[src/rtl/sobel_window_scheduler_pkg.sv]
// Shared types and constants for the Sobel window scheduler.
package sobel_window_scheduler_pkg;

  localparam int unsigned DEFAULT_IMG_WIDTH   = 16;
  localparam int unsigned DEFAULT_IMG_HEIGHT  = 16;
  localparam int unsigned DEFAULT_PIXEL_WIDTH = 8;

  // Pixels sobel_control samples for its first window and for each column update.
  localparam int unsigned SOBEL_FIRST_PIX = 9;
  localparam int unsigned SOBEL_COL_PIX   = 3;

  // Rows held in the strip buffer.
  localparam int unsigned RING_ROWS = 3;

  typedef enum logic [2:0] {
    StIdle,
    StFill,
    StLead,
    StPix1st,
    StGap,
    StPixCol,
    StStripEnd,
    StDone
  } sched_state_t;

  // Logical row (0 = oldest) to physical ring row, given the ring pointer.
  function automatic logic [1:0] ring_row(input logic [1:0] ptr, input logic [1:0] lrow);
    logic [2:0] sum;
    sum = {1'b0, ptr} + {1'b0, lrow};
    if (sum >= 3'd3) begin
      sum = sum - 3'd3;
    end
    return sum[1:0];
  endfunction

endpackage

[src/rtl/sobel_window_scheduler_if.sv]
// Raster input / sobel_control output bundle of the window scheduler.
interface sobel_window_scheduler_if
  import sobel_window_scheduler_pkg::*;
#(
  parameter int unsigned PIXEL_WIDTH = DEFAULT_PIXEL_WIDTH
);

  logic                   frame_start_i;
  logic                   px_valid_i;
  logic [PIXEL_WIDTH-1:0] px_gray_i;
  logic                   in_ready_o;
  logic                   start_o;
  logic [PIXEL_WIDTH-1:0] gray_o;
  logic                   busy_o;
  logic                   frame_done_o;

  // Scheduler side.
  modport slave (
    input  frame_start_i,
    input  px_valid_i,
    input  px_gray_i,
    output in_ready_o,
    output start_o,
    output gray_o,
    output busy_o,
    output frame_done_o
  );

  // Raster source / observer side.
  modport master (
    output frame_start_i,
    output px_valid_i,
    output px_gray_i,
    input  in_ready_o,
    input  start_o,
    input  gray_o,
    input  busy_o,
    input  frame_done_o
  );

endinterface

[src/rtl/sobel_window_scheduler_line_buffer.sv]
// Three-row strip store: one write port and one registered read port, both addressed by
// logical row through the ring pointer so the caller never deals with physical rows.
module sobel_window_scheduler_line_buffer
  import sobel_window_scheduler_pkg::*;
#(
  parameter int unsigned IMG_WIDTH   = DEFAULT_IMG_WIDTH,
  parameter int unsigned PIXEL_WIDTH = DEFAULT_PIXEL_WIDTH,
  localparam int unsigned ColW       = $clog2(IMG_WIDTH)
) (
  input  logic                   clk_i,
  input  logic                   reset_i,
  input  logic [1:0]             ptr_i,
  input  logic                   wr_en_i,
  input  logic [1:0]             wr_lrow_i,
  input  logic [ColW-1:0]        wr_col_i,
  input  logic [PIXEL_WIDTH-1:0] wr_data_i,
  input  logic                   rd_en_i,
  input  logic [1:0]             rd_lrow_i,
  input  logic [ColW-1:0]        rd_col_i,
  output logic [PIXEL_WIDTH-1:0] rd_data_o
);

  logic [PIXEL_WIDTH-1:0] mem_q [RING_ROWS][IMG_WIDTH];
  logic [PIXEL_WIDTH-1:0] rd_data_q;
  logic [1:0]             wr_phys;
  logic [1:0]             rd_phys;

  assign wr_phys = ring_row(ptr_i, wr_lrow_i);
  assign rd_phys = ring_row(ptr_i, rd_lrow_i);

  // Pixel storage; contents are don't-care until filled, so no reset.
  always_ff @(posedge clk_i) begin
    if (wr_en_i) begin
      mem_q[wr_phys][wr_col_i] <= wr_data_i;
    end
  end

  // Registered read; idle slots output zero so the gap/lead cycles need no extra mux.
  always_ff @(posedge clk_i or posedge reset_i) begin
    if (reset_i) begin
      rd_data_q <= '0;
    end else if (rd_en_i) begin
      rd_data_q <= mem_q[rd_phys][rd_col_i];
    end else begin
      rd_data_q <= '0;
    end
  end

  assign rd_data_o = rd_data_q;

endmodule

[src/rtl/sobel_window_scheduler.sv]
// Buffers a 3-row strip of the raster and replays it column by column in the cadence
// sobel_control samples: lead slot, 9-pixel first window, then gap + 3-pixel column updates.
// The strip slides one row per pass until the frame is exhausted.
module sobel_window_scheduler
  import sobel_window_scheduler_pkg::*;
#(
  parameter int unsigned IMG_WIDTH   = DEFAULT_IMG_WIDTH,
  parameter int unsigned IMG_HEIGHT  = DEFAULT_IMG_HEIGHT,
  parameter int unsigned PIXEL_WIDTH = DEFAULT_PIXEL_WIDTH
) (
  input  logic                     clk_i,
  input  logic                     reset_i,
  sobel_window_scheduler_if.slave  bus
);

  localparam int unsigned ColW  = $clog2(IMG_WIDTH);
  localparam int unsigned RowsW = $clog2(IMG_HEIGHT + 1);

  localparam logic [ColW-1:0]  LastCol   = ColW'(IMG_WIDTH - 1);
  localparam logic [RowsW-1:0] LastRow   = RowsW'(IMG_HEIGHT);
  localparam logic [3:0]       SlotLast  = 4'(SOBEL_FIRST_PIX - 1);
  localparam logic [1:0]       LrowLast  = 2'(SOBEL_COL_PIX - 1);
  localparam logic [1:0]       TopLrow   = 2'(RING_ROWS - 1);

  sched_state_t     state_q, state_d;
  logic [ColW-1:0]  col_q, col_d;
  logic [1:0]       lrow_q, lrow_d;
  logic [3:0]       slot_q, slot_d;
  logic [ColW-1:0]  wr_col_q, wr_col_d;
  logic [1:0]       wr_lrow_q, wr_lrow_d;
  logic [RowsW-1:0] rows_in_q, rows_in_d;
  logic [1:0]       ptr_q, ptr_d;

  logic in_ready_q, in_ready_d;
  logic start_q, start_d;
  logic busy_q, busy_d;
  logic frame_done_q, frame_done_d;

  logic                   xfer;
  logic                   wr_en;
  logic                   rd_en;
  logic [PIXEL_WIDTH-1:0] gray;

  assign xfer = bus.px_valid_i & in_ready_q;

  // Next-state, counters and registered-output decode.
  always_comb begin
    state_d   = state_q;
    col_d     = col_q;
    lrow_d    = lrow_q;
    slot_d    = slot_q;
    wr_col_d  = wr_col_q;
    wr_lrow_d = wr_lrow_q;
    rows_in_d = rows_in_q;
    ptr_d     = ptr_q;
    wr_en     = 1'b0;

    case (state_q)
      StIdle: begin
        if (bus.frame_start_i) begin
          state_d   = StFill;
          wr_lrow_d = 2'd0;
          wr_col_d  = '0;
          rows_in_d = '0;
          ptr_d     = 2'd0;
        end
      end
      StFill: begin
        // First fill walks logical rows 0..2; refills start at row 2, so both end there.
        if (xfer) begin
          wr_en = 1'b1;
          if (wr_col_q == LastCol) begin
            wr_col_d  = '0;
            rows_in_d = rows_in_q + RowsW'(1);
            if (wr_lrow_q == TopLrow) begin
              state_d = StLead;
            end else begin
              wr_lrow_d = wr_lrow_q + 2'd1;
            end
          end else begin
            wr_col_d = wr_col_q + ColW'(1);
          end
        end
      end
      StLead: begin
        state_d = StPix1st;
        col_d   = '0;
        lrow_d  = 2'd0;
        slot_d  = 4'd0;
      end
      StPix1st: begin
        if (slot_q == SlotLast) begin
          slot_d  = 4'd0;
          state_d = (IMG_WIDTH > 3) ? StGap : StStripEnd;
        end else begin
          slot_d = slot_q + 4'd1;
          if (lrow_q == LrowLast) begin
            lrow_d = 2'd0;
            col_d  = col_q + ColW'(1);
          end else begin
            lrow_d = lrow_q + 2'd1;
          end
        end
      end
      StGap: begin
        state_d = StPixCol;
        col_d   = col_q + ColW'(1);
        lrow_d  = 2'd0;
      end
      StPixCol: begin
        if (lrow_q == LrowLast) begin
          if (col_q == LastCol) begin
            state_d = StStripEnd;
            slot_d  = 4'd0;
          end else begin
            state_d = StGap;
          end
        end else begin
          lrow_d = lrow_q + 2'd1;
        end
      end
      StStripEnd: begin
        // Two idle cycles; the second lets a W=3 sobel_control clear NEXT_MATRIX.
        if (slot_q == 4'd0) begin
          slot_d = 4'd1;
        end else if (rows_in_q == LastRow) begin
          state_d = StDone;
          slot_d  = 4'd0;
        end else begin
          state_d   = StFill;
          slot_d    = 4'd0;
          ptr_d     = ring_row(ptr_q, 2'd1);
          wr_lrow_d = TopLrow;
          wr_col_d  = '0;
        end
      end
      StDone: begin
        state_d = StIdle;
      end
      default: begin
        state_d = StIdle;
      end
    endcase

    // Outputs are registered from the next state so they change on the same edge as the state.
    rd_en        = (state_d == StPix1st) || (state_d == StPixCol);
    in_ready_d   = (state_d == StFill);
    start_d      = (state_d == StLead) || (state_d == StPix1st) ||
                   (state_d == StGap)  || (state_d == StPixCol);
    busy_d       = (state_d != StIdle) && (state_d != StDone);
    frame_done_d = (state_d == StDone);
  end

  // State, counters and output registers.
  always_ff @(posedge clk_i or posedge reset_i) begin
    if (reset_i) begin
      state_q      <= StIdle;
      col_q        <= '0;
      lrow_q       <= 2'd0;
      slot_q       <= 4'd0;
      wr_col_q     <= '0;
      wr_lrow_q    <= 2'd0;
      rows_in_q    <= '0;
      ptr_q        <= 2'd0;
      in_ready_q   <= 1'b0;
      start_q      <= 1'b0;
      busy_q       <= 1'b0;
      frame_done_q <= 1'b0;
    end else begin
      state_q      <= state_d;
      col_q        <= col_d;
      lrow_q       <= lrow_d;
      slot_q       <= slot_d;
      wr_col_q     <= wr_col_d;
      wr_lrow_q    <= wr_lrow_d;
      rows_in_q    <= rows_in_d;
      ptr_q        <= ptr_d;
      in_ready_q   <= in_ready_d;
      start_q      <= start_d;
      busy_q       <= busy_d;
      frame_done_q <= frame_done_d;
    end
  end

  // Read address uses next-cycle row/column so data lands together with the state.
  sobel_window_scheduler_line_buffer #(
    .IMG_WIDTH   (IMG_WIDTH),
    .PIXEL_WIDTH (PIXEL_WIDTH)
  ) u_line_buffer (
    .clk_i     (clk_i),
    .reset_i   (reset_i),
    .ptr_i     (ptr_q),
    .wr_en_i   (wr_en),
    .wr_lrow_i (wr_lrow_q),
    .wr_col_i  (wr_col_q),
    .wr_data_i (bus.px_gray_i),
    .rd_en_i   (rd_en),
    .rd_lrow_i (lrow_d),
    .rd_col_i  (col_d),
    .rd_data_o (gray)
  );

  assign bus.in_ready_o   = in_ready_q;
  assign bus.start_o      = start_q;
  assign bus.gray_o       = gray;
  assign bus.busy_o       = busy_q;
  assign bus.frame_done_o = frame_done_q;

endmodule

[src/flat_wrapper.sv]
// flat-port wrapper written by rule: the top's interface ports become plain ports
module sobel_window_scheduler_flat import sobel_window_scheduler_pkg::*;
#(
  parameter int unsigned IMG_WIDTH   = DEFAULT_IMG_WIDTH,
  parameter int unsigned IMG_HEIGHT  = DEFAULT_IMG_HEIGHT,
  parameter int unsigned PIXEL_WIDTH = DEFAULT_PIXEL_WIDTH
)
  (clk_i, reset_i, bus_frame_start_i, bus_px_valid_i, bus_px_gray_i, bus_in_ready_o, bus_start_o, bus_gray_o, bus_busy_o, bus_frame_done_o);
  sobel_window_scheduler_if #(.PIXEL_WIDTH(PIXEL_WIDTH)) bus_i ();
  input  logic clk_i;
  input  logic reset_i;
  input wire logic [$bits(bus_i.frame_start_i)-1:0] bus_frame_start_i;
  input wire logic [$bits(bus_i.px_valid_i)-1:0] bus_px_valid_i;
  input wire logic [$bits(bus_i.px_gray_i)-1:0] bus_px_gray_i;
  output wire logic [$bits(bus_i.in_ready_o)-1:0] bus_in_ready_o;
  output wire logic [$bits(bus_i.start_o)-1:0] bus_start_o;
  output wire logic [$bits(bus_i.gray_o)-1:0] bus_gray_o;
  output wire logic [$bits(bus_i.busy_o)-1:0] bus_busy_o;
  output wire logic [$bits(bus_i.frame_done_o)-1:0] bus_frame_done_o;
  assign bus_i.frame_start_i = bus_frame_start_i;
  assign bus_i.px_valid_i = bus_px_valid_i;
  assign bus_i.px_gray_i = bus_px_gray_i;
  assign bus_in_ready_o = bus_i.in_ready_o;
  assign bus_start_o = bus_i.start_o;
  assign bus_gray_o = bus_i.gray_o;
  assign bus_busy_o = bus_i.busy_o;
  assign bus_frame_done_o = bus_i.frame_done_o;
  sobel_window_scheduler #(.IMG_WIDTH(IMG_WIDTH), .IMG_HEIGHT(IMG_HEIGHT), .PIXEL_WIDTH(PIXEL_WIDTH)) u_core (.clk_i(clk_i), .reset_i(reset_i), .bus(bus_i));
endmodule
[config.mk]
export PLATFORM = sky130hd
export DESIGN_NAME = sobel_window_scheduler_flat
export DESIGN_NICKNAME = d
export VERILOG_FILES = /design/src/rtl/sobel_window_scheduler_pkg.sv /design/src/rtl/sobel_window_scheduler_if.sv /design/src/rtl/sobel_window_scheduler_line_buffer.sv /design/src/rtl/sobel_window_scheduler.sv /design/src/flat_wrapper.sv
export SDC_FILE = /design/constraint.sdc
export NUM_CORES = 1
export LEC_CHECK = 0
export BUFFER_PORTS_ARGS = -buffer_cell sky130_fd_sc_hd__buf_4
export CAP_MARGIN = 20
export CORE_AREA = 2 2 173 303
export DETAILED_ROUTE_END_ITERATION = 10
export DIE_AREA = 0 0 175 305
export GPL_ROUTABILITY_DRIVEN = 0
export GPL_TIMING_DRIVEN = 0
export RECOVER_POWER = 100
export SETUP_SLACK_MARGIN = 0.02
export SLEW_MARGIN = 40
export SYNTH_ARGS = -nofsm -noshare
export SYNTH_HDL_FRONTEND = slang
export SYNTH_HIERARCHICAL = 1
export SYNTH_SLANG_ARGS = --single-unit
[constraint.sdc]
create_clock -name clk_i -period 9.65 [get_ports clk_i]
set_clock_uncertainty 0.05 [all_clocks]
set_input_delay 0.4825 -clock clk_i [delete_from_list [all_inputs] [get_ports clk_i]]
set_output_delay 0.4825 -clock clk_i [all_outputs]
set_load 0.03 [all_outputs]
==> results.toml <==
[synthesis]
ys_seq_elements = 422
synth_nets = 1153
netlist_area_mm2 = 0.0177
synthFlopType = "edfxtp_1"
synth-seq-area-share_pct = 70.7
synth_edf_count = 384
netlist_instances = 1124
synth_area_per_cell_um2 = 15.7
yosys_warnings = 6
synth_cell_types = 74
async_reset_ff_share_pct = 9.00

[drt]
viasPerCell = 5.51
post_drt_wl_per_cell_um = 25.3
dr.first_iter.drc_count = 1062
vias = 10400
drc = 0
dr.pass1.iters = 5
drt_wl_total_um = 47800
ant_nets = 0

[final_layout]
fin_nets = 1217
fin_cells = 1888
drive_gt1_share_pct = 13.7
layout_commonest_cell = "edfxtp_1"
final_cell_mix = "384 x edfxtp_1, 104 x nor2_1, 103 x nand2_1, 49 x mux4_2, 45 x clkbuf_1"
antenna_cells = 0
area_delta_synth_final_pct = 12.4

[status]
status = "finished with violations"
failed_checks = "max-capacitance violations, max-slew violations"

[power_and_ir_drop]
p_total_mw = 5.73
power.leakage_nw = 6.42
power_per_cell_area_mw_per_mm2 = 289
ir_drop_uv = 197

[setup_path]
arrival_ps = 6690
crit_fanout = 10
rrSetupSlack_ps = 3370
end_kind = "flop"
startpoint_type = "flop"
worstPathRequired_ps = 10060
reg2reg_from = "u_core/state_q[2]$_DFF_PP0_"
endpoint = "u_core/u_line_buffer/rd_data_o[6]$_DFF_PP0_"
reg2reg_to = "u_core/u_line_buffer/rd_data_o[6]$_DFF_PP0_"
rr_worst_depth = 21
path_class = "flop to flop"
startpoint = "u_core/state_q[2]$_DFF_PP0_"

[flow_run]
drv_cap = 8

[global_routing]
antenna_found_initial = 0
grt-ovfl-total = 0
grt_max_degree = 49
first_global_vias = 10600
grt_pass1_wl_um = 69800
globalRouteTotalUtil_pct = 18.0

[sta]
tns_ps = 0
setup_viol = 0
fin_crit_sh_pct = 65.1
fin_crit_ps = 6280
max_slew_margin_pct = -60.3
rsz0062_at_grt = "false"
finalMaxSlewViolations = 392
tightest_slew_ps = 2400
fmax_ghz = 0.159
fin_ws_ps = 3370
hold_viol_final = 0

[die]
fp.dieW_um = 175
ios = 24
rows = 110
initial_core_util_pct = 34.6
fp.dieH_um = 305
die_area_mm2 = 0.0534
core_area_mm2 = 0.0511

[clock_tree]
htree_levels = 2
numCtsBuffers = 37
cts_root_buf = "clkbuf_16"
cts.clk_slew.worst_paths_ps = 70
clk_path_buf_depth = 3
post-cts-setup-buffer-count = 0
cts_tree = "done"
clock_latency_ps = 550
cts.sinks = 422

[placed_design]
dpl.hpwl_um = 33000
placed_cells = 1819
io_buffers = 23
post-place-ws_ps = 4250

[min_path]
hp-class = "input pin to flop"
[registers in the layout, indices dropped and copies added, names as in the netlist]
| signal | count |
|---|---|
| u_core/u_line_buffer/mem_q | 384 |
| u_core/u_line_buffer/rd_data_o | 8 |
| u_core/rows_in_q | 5 |
| u_core/col_q | 4 |
| u_core/slot_q | 4 |
| u_core/wr_col_q | 4 |
| u_core/state_q | 3 |
| u_core/lrow_q | 2 |
| u_core/ptr_q | 2 |
| u_core/wr_lrow_q | 2 |
| u_core/bus.busy_o | 1 |
| u_core/bus.frame_done_o | 1 |
| u_core/bus.in_ready_o | 1 |
| u_core/bus.start_o | 1 |
[power by group]
group,switching (mW),internal (mW)
clock,0.671,0.896
combinational,1.34,0.630
sequential,0.0705,2.13
[routing by layer]
layer  track usage, %  up-vias  part of all wire (%)
li1                 -     4506                     -
met1             19.3     5356                    35
met2             33.2      392                    53
met3             2.28      145                   4.7
met4             11.0        0                   7.1
met5                0        -                     0
[synth_stat cells, types with 6 or more instances]
cell type,number,share of area (%)
edfxtp_1,384,65
nor2_1,105,2.2
nand2_1,103,2.2
mux4_2,49,6.2
dfrtp_1,38,5.4
mux2i_1,37,2.1
nand3_1,37,1.0
o21ai_0,37,1.0
inv_1,30,0.64
o211ai_1,24,1.0
buf_2,19,0.54
a21oi_1,18,0.51
clkbuf_1,18,0.38
mux2_2,17,1.1
nand4_1,16,0.57
ha_1,15,1.1
a311oi_1,11,0.55
and3_1,11,0.39
nand2b_1,10,0.35
o22ai_1,9,0.32
a31oi_1,8,0.28
mux4_1,8,1.2
nor2b_1,8,0.28
nor3_1,8,0.23
buf_4,7,0.30
and2_1,6,0.21
[kinds of logic (layout without fill, tap and decap cells)]
family,Yosys count,in the layout,share of synthesized area [%]
flip-flops,422,422,70.7
multiplexers,111,111,10.6
AND/OR/NAND/NOR,330,330,8.67
XOR/XNOR,1,1,0.0496
buffers and inverters,86,178,2.42
AO/OA/AOI/OAI,157,157,6.29
adder cells (fa/ha/maj),17,17,1.29
[worst max-delay path, cell delays in order (launching register included)]
cell and delay, ps:
dfrtp_1 360, clkbuf_1 180, and2b_1 360, a21boi_0 640
nor2_1 140, nand2_1 100, nand2_1 70, ha_1 180
inv_1 70, fa_1 540, inv_1 110, ha_1 230
nand4b_1 150, clkbuf_1 390, o21a_1 280, clkbuf_1 570
clkbuf_1 600, clkbuf_1 470, nand2_1 100, nand3_1 230
nand4b_1 130, a21boi_0 230
[worst min-delay path by stage]
stage / depth (start not counted) / to / startpoint / slack, ps
final: 2 / u_core/ptr_q[0]$_DFFE_PP0P_ / bus_frame_start_i / 120
after global routing: 2 / u_core/ptr_q[0]$_DFFE_PP0P_ / bus_frame_start_i / 110
after CTS: 2 / u_core/ptr_q[0]$_DFFE_PP0P_ / bus_frame_start_i / 110
after detailed placement: 1 / u_core/rows_in_q[3]$_DFFE_PP0P_ / u_core/rows_in_q[3]$_DFFE_PP0P_ / 450
after global placement: 1 / u_core/rows_in_q[3]$_DFFE_PP0P_ / u_core/rows_in_q[3]$_DFFE_PP0P_ / 440
after floorplan: 1 / u_core/u_line_buffer/rd_data_o[0]$_DFF_PP0_ / reset_i / 250
[final cells by class]
type / count / area, µm²
well taps: 672 / 841
flip-flops and latches: 422 / 12500
plain buffers: 54 / 302
multi-input cells: 616 / 4750
inverters: 32 / 123
clock buffers: 38 / 930
repair buffers: 25 / 109
fillers: 4678 / 31200
clock inverters: 29 / 330
[timing repair]
item                                   4_1_cts  5_1_grt
hold buffers                                 1        0
resized for setup                            0        0
endpoints found under the hold margin        8        0
[through the flow]
stage / cell area [µm²] / hold WS [ps] / utilization [%]
6_report: 19900 / 123 / 38.9
5_1_grt: 19900 / 108 / 38.9
4_1_cts: 20000 / 106 / 39.3
2_1_floorplan: 17700 / 248 / -
3_5_place_dp: 18800 / 447 / 36.8
3_3_place_gp: 18700 / 437 / 36.6
Note: power is estimated with default switching activity, not from simulation.
